File: config.mk
export PLATFORM = sky130hd
export DESIGN_NAME = param_stack
export DESIGN_NICKNAME = d
export VERILOG_FILES = /design/src/rtl/stack_pkg.sv /design/src/rtl/stack_regfile.sv /design/src/rtl/param_stack.sv
export SDC_FILE = /design/constraint.sdc
export NUM_CORES = 1
export LEC_CHECK = 0
export ABC_CLOCK_PERIOD_IN_PS = 5900
export CAP_MARGIN = 20
export CORE_MARGIN = 10
export CORE_UTILIZATION = 50
export DETAILED_ROUTE_END_ITERATION = 10
export PLACE_DENSITY_LB_ADDON = 0.3
export REMOVE_ABC_BUFFERS = 1
export SYNTH_ARGS = -nofsm -noshare
export SYNTH_HDL_FRONTEND = slang
export SYNTH_SLANG_ARGS = --single-unit
File: constraint.sdc
create_clock -name clk -period 5.9 [get_ports clk]
set_input_delay 1.18 -clock clk [delete_from_list [all_inputs] [get_ports clk]]
set_output_delay 1.18 -clock clk [all_outputs]
set_load 0.01 [all_outputs]
File: src/rtl/stack_pkg.sv
// Shared definitions for the parametrised LIFO stack: {push,pop} op codes
// and the count-width helper.
package stack_pkg;

  // {push, pop} decode of a request
  localparam logic [1:0] OP_NONE = 2'b00;
  localparam logic [1:0] OP_POP  = 2'b01;
  localparam logic [1:0] OP_PUSH = 2'b10;
  localparam logic [1:0] OP_REPL = 2'b11;

  // Bits needed to hold an occupancy of 0..depth inclusive
  function automatic int calc_cw(input int depth);
    return $clog2(depth + 1);
  endfunction

endpackage

File: src/rtl/stack_regfile.sv
// DEPTH x WIDTH register array: one synchronous write port, one
// combinational read port. Contents are not reset; the stack masks
// unwritten entries through its occupancy count.
module stack_regfile #(
  parameter int WIDTH = 8,
  parameter int DEPTH = 32,
  parameter int AW    = $clog2(DEPTH)
) (
  input  logic             clk,
  input  logic             we,
  input  logic [AW-1:0]    waddr,
  input  logic [WIDTH-1:0] wdata,
  input  logic [AW-1:0]    raddr,
  output logic [WIDTH-1:0] rdata
);

  logic [WIDTH-1:0] mem_q [DEPTH];

  // Write port: addresses beyond DEPTH (non power-of-two depths) are dropped
  always_ff @(posedge clk) begin
    if (we && (int'(waddr) < DEPTH)) begin
      mem_q[waddr] <= wdata;
    end
  end

  // Read port: out-of-range addresses read as zero rather than X
  always_comb begin
    rdata = '0;
    if (int'(raddr) < DEPTH) begin
      rdata = mem_q[raddr];
    end
  end

endmodule

File: src/rtl/param_stack.sv
// Parametrised LIFO stack. The only architectural state is the occupancy
// count; the top entry lives at mem[count-1]. Supports push, pop,
// replace-top (push+pop), synchronous clear, and overflow/underflow
// pulses folded into a sticky error flag.
module param_stack
  import stack_pkg::*;
#(
  parameter  int WIDTH = 8,
  parameter  int DEPTH = 32,
  localparam int CW    = calc_cw(DEPTH)
) (
  input  logic             clk,
  input  logic             rst,
  input  logic             en,
  input  logic             clr,
  input  logic             push,
  input  logic             pop,
  input  logic [WIDTH-1:0] data_i,
  output logic [WIDTH-1:0] data_o,
  output logic [CW-1:0]    count,
  output logic             empty,
  output logic             full,
  output logic             ovf,
  output logic             unf,
  output logic             err
);

  localparam int            AW      = $clog2(DEPTH);
  localparam logic [CW-1:0] DEPTH_C = CW'(DEPTH);

  logic [CW-1:0]    count_q, count_d;
  logic             ovf_q, ovf_d;
  logic             unf_q, unf_d;
  logic             err_q, err_d;

  logic             we;
  logic [AW-1:0]    waddr;
  logic [AW-1:0]    top_addr;
  logic [WIDTH-1:0] rd_data;
  logic             empty_w;
  logic             full_w;

  assign empty_w  = (count_q == '0);
  assign full_w   = (count_q == DEPTH_C);
  // Wraps when empty; the read result is masked in that case
  assign top_addr = AW'(count_q - CW'(1));

  stack_regfile #(
    .WIDTH (WIDTH),
    .DEPTH (DEPTH),
    .AW    (AW)
  ) u_regfile (
    .clk   (clk),
    .we    (we),
    .waddr (waddr),
    .wdata (data_i),
    .raddr (top_addr),
    .rdata (rd_data)
  );

  // Next-state decode: clear first, then the {push,pop} operation
  always_comb begin
    count_d = count_q;
    ovf_d   = 1'b0;
    unf_d   = 1'b0;
    err_d   = err_q;
    we      = 1'b0;
    waddr   = AW'(count_q);
    if (en) begin
      if (clr) begin
        count_d = '0;
        err_d   = 1'b0;
      end else begin
        case ({push, pop})
          OP_PUSH: begin
            if (!full_w) begin
              we      = 1'b1;
              waddr   = AW'(count_q);
              count_d = count_q + CW'(1);
            end else begin
              ovf_d = 1'b1;
              err_d = 1'b1;
            end
          end
          OP_POP: begin
            if (!empty_w) begin
              count_d = count_q - CW'(1);
            end else begin
              unf_d = 1'b1;
              err_d = 1'b1;
            end
          end
          OP_REPL: begin
            we = 1'b1;
            if (!empty_w) begin
              // Replace-top is legal even when full
              waddr = top_addr;
            end else begin
              // The pop half underflows but the push half still lands
              waddr   = '0;
              count_d = CW'(1);
              unf_d   = 1'b1;
              err_d   = 1'b1;
            end
          end
          default: begin
          end
        endcase
      end
    end
  end

  // Count and error state; async active-low reset returns to empty
  always_ff @(posedge clk or negedge rst) begin
    if (!rst) begin
      count_q <= '0;
      ovf_q   <= 1'b0;
      unf_q   <= 1'b0;
      err_q   <= 1'b0;
    end else begin
      count_q <= count_d;
      ovf_q   <= ovf_d;
      unf_q   <= unf_d;
      err_q   <= err_d;
    end
  end

  assign data_o = empty_w ? '0 : rd_data;
  assign count  = count_q;
  assign empty  = empty_w;
  assign full   = full_w;
  assign ovf    = ovf_q;
  assign unf    = unf_q;
  assign err    = err_q;

endmodule

==> flow_metrics.tcl <==
set metrics [dict create \
    ant_nets 0 \
    grt_overflow 0 \
    path_class "reg -> out" \
    async_reset_ff_frac 0.0340 \
    drtIter0Drc 453 \
    switchingPower_mw 1.56 \
    viasPerCell 6.10 \
    gp_congestion 0.865 \
    critPathBufInv 3 \
    total_power_mw 5.27 \
    cp_cell_sequence "inv_1 -> ha_2 -> buf_4 -> mux4_2 -> mux2i_1 -> o221ai_1 -> clkdlybuf4s50_1" \
    cp_max_fo 35 \
    dp_hpwl_um 14900 \
    start_util 0.507 \
    min_path_type "reg -> reg" \
    clk_pin_slew_ps 60 \
    worstMarginPinSlew_ps 999 \
    syn_area_per_cell_sq_um 18.9 \
    crit_slowest_cell "ha_2" \
    yosysSeqAreaShare 0.715 \
    clock_tree.root_cell "clkbuf_16" \
    drc_errors 0 \
    met1_length_um 10100 \
    arrival_ps 3880 \
    worstPathRequired_ps 4720 \
    clkPwrFrac 0.290 \
    setup_viol 0 \
    num_vias 5717 \
    crit_family "buffers and inverters" \
    synthCells 586 \
    boundaryPins 33 \
    grt_pass1_vias 5797 \
    final_hold_viol_count 0 \
    synthTopCellsByCount "256 x edfxtp_1, 64 x mux4_2, 33 x mux2i_1" \
    synth-main-ff-cell "edfxtp_1" \
    slew_headroom 0.331 \
    yosys_warnings 0 \
    routed_wl_um 23400 \
    dr.pass1.iters 4 \
    wl_met2_um 11400 \
    endpoint_kind "primary output" \
    switching_share 0.296 \
    cts-resized-gates 0 \
    synth_area_sq_um 11100 \
    die-width_um 169 \
    top_layer "met4" \
    area_delta_synth_final_pct 14.4 \
    synth-seq-cells 265 \
    cts_setup_buffers 0 \
    grt_max_degree 48 \
    period_share 0.858 \
    drv_cap 0 \
    wl_met3_um 1280 \
    cts_buffers 26 \
    portBuffers 32 \
    numClockSinks 265 \
    cts_hold_buffers 0 \
    grtUsageTotal 0.164 \
    ir_worst_vdd_mv 0.265 \
    yosysTopAreaCellShare 0.694 \
    yosys.cell_count.top_type "edfxtp_1" \
    power_density_nw_per_um2 416 \
    drive_gt1_frac 0.207 \
    p_leak_nw 4.07 \
    fin_skew_ps 8.90 \
    synth_edf_count 256 \
    finalSetupTns_ps 0 \
    min_period_ps 5060 \
    drv_slew 0 \
    yosys.area.top_type "edfxtp_1" \
    cts_tree "yes" \
    core_area_sq_um 21800 \
    ys_types 59 \
    wl_per_cell_um 25.0 \
    num_rows 54 \
    dieHeight_um 169 \
    cts_buffer_depth 3 \
    worstSkewPairLatency_ps 520 \
    cp-start-kind "flip-flop" \
    grt_antenna_before_repair 0 \
    rsz0062_at_grt "false" \
    seqPwrFrac 0.407 \
    max_freq_mhz 198 \
    cts_max_level 1 \
    finalNetCount 659 \
    die-area_sq_um 28500 \
    status "complete, no violations" \
    synth.area.top_cells "edfxtp_1 69%, mux4_2 13%, mux2i_1 3.0%, dfrtp_1 2.0%, nor2_1 0.85%" \
    antenna_cells 0 \
    p_int_mw 3.71 \
    max_stage_delay_ps 980 \
    pwr-share-comb 0.303 \
    grt_pass1_wl_um 36100 \
]
[worst reg2reg max path, cell delays in order, from the launching register on]
cell      delay [ps]
dfrtp_1          540
inv_1            120
ha_2             980
buf_4            360
inv_1            100
o211ai_2          90
o211ai_1         120
buf_4            200
nand2b_1         270
nor2_1           820
[flip-flops by register name, indices dropped and copies added (netlist names)]
signal / count
u_regfile.mem_q: 256
count: 6
err: 1
ovf: 1
unf: 1
[per-stage QoR]
step / std cells / worst slack, ps / utilization / hold WS, ps / cell area, sq um
CTS: 933 / 787 / 0.577 / 595 / 12600
floorplan: 551 / -1090 / - / 557 / 10900
global route: 937 / 634 / 0.580 / 616 / 12700
global placement: 885 / 1420 / 0.539 / 535 / 11800
detailed placement: 887 / 1340 / 0.541 / 565 / 11800
finish: 937 / 839 / 0.580 / 582 / 12700
[path summary, 6_finish.rpt]
path                          start  slack (ps)  cells past startpoint                     to
max reg2reg                count[1]        1910                      9  u_regfile.mem_q[0][6]
min                             err         580                      2                    err
max                        count[1]         840                      7              data_o[7]
max in group asynchronous       rst        4570                      1               count[0]
min in group asynchronous       rst         980                      1                    err
min reg2reg                     err         580                      2                    err
[layer usage]
metal  up-vias  global-route usage
met5         -                   0
met4         0              0.0553
met3        37              0.0245
met2       200               0.256
met1      2957               0.232
li1       2523                   -
[layout by cell type (no fill, tap or decap), types with 7 or more instances in the layout]
cell,Yosys,routed
a21oi_1,10,10
buf_4,1,22
clkbuf_1,16,10
clkbuf_16,0,28
clkdlybuf4s50_1,0,32
dfrtp_1,9,8
edfxtp_1,256,256
inv_1,7,7
mux2i_1,33,33
mux4_2,64,64
nand2_1,14,14
nand3_1,9,9
nor2_1,25,25
nor3_1,16,16
o21ai_0,12,12
o221ai_1,8,8
o22a_1,9,9
[power groups by stage]
| stage | registers [mW] | clock network (mW) | logic (mW) |
|---|---|---|---|
| after floorplan | 2.23 | 0 | 0.991 |
| after global placement | 2.18 | 0 | 1.57 |
| after detailed placement | 2.18 | 0 | 1.60 |
| after CTS | 2.14 | 1.55 | 1.61 |
| after global routing | 2.15 | 1.63 | 1.71 |
| final | 2.14 | 1.53 | 1.60 |
[final cells by class]
type                            count  area, sq um
Clock buffer                       37          713
Clock inverter                      9         65.1
Fill cell                        1570         9160
Inverter                            7         26.3
Multi-Input combinational cell    279         2980
Sequential cell                   265         7920
Tap cell                          280          350
Timing Repair Buffer               60          611
[kinds of logic after synthesis]
family | after synthesis | synth area share
flops | 265 | 0.715
mux | 98 | 0.161
simple gates | 97 | 0.0481
compound gates | 71 | 0.0461
buf+inv | 42 | 0.0170
xor+xnor | 7 | 0.00622
fa+ha+maj | 6 | 0.00678
Note: power is estimated with default switching activity, not from simulation.
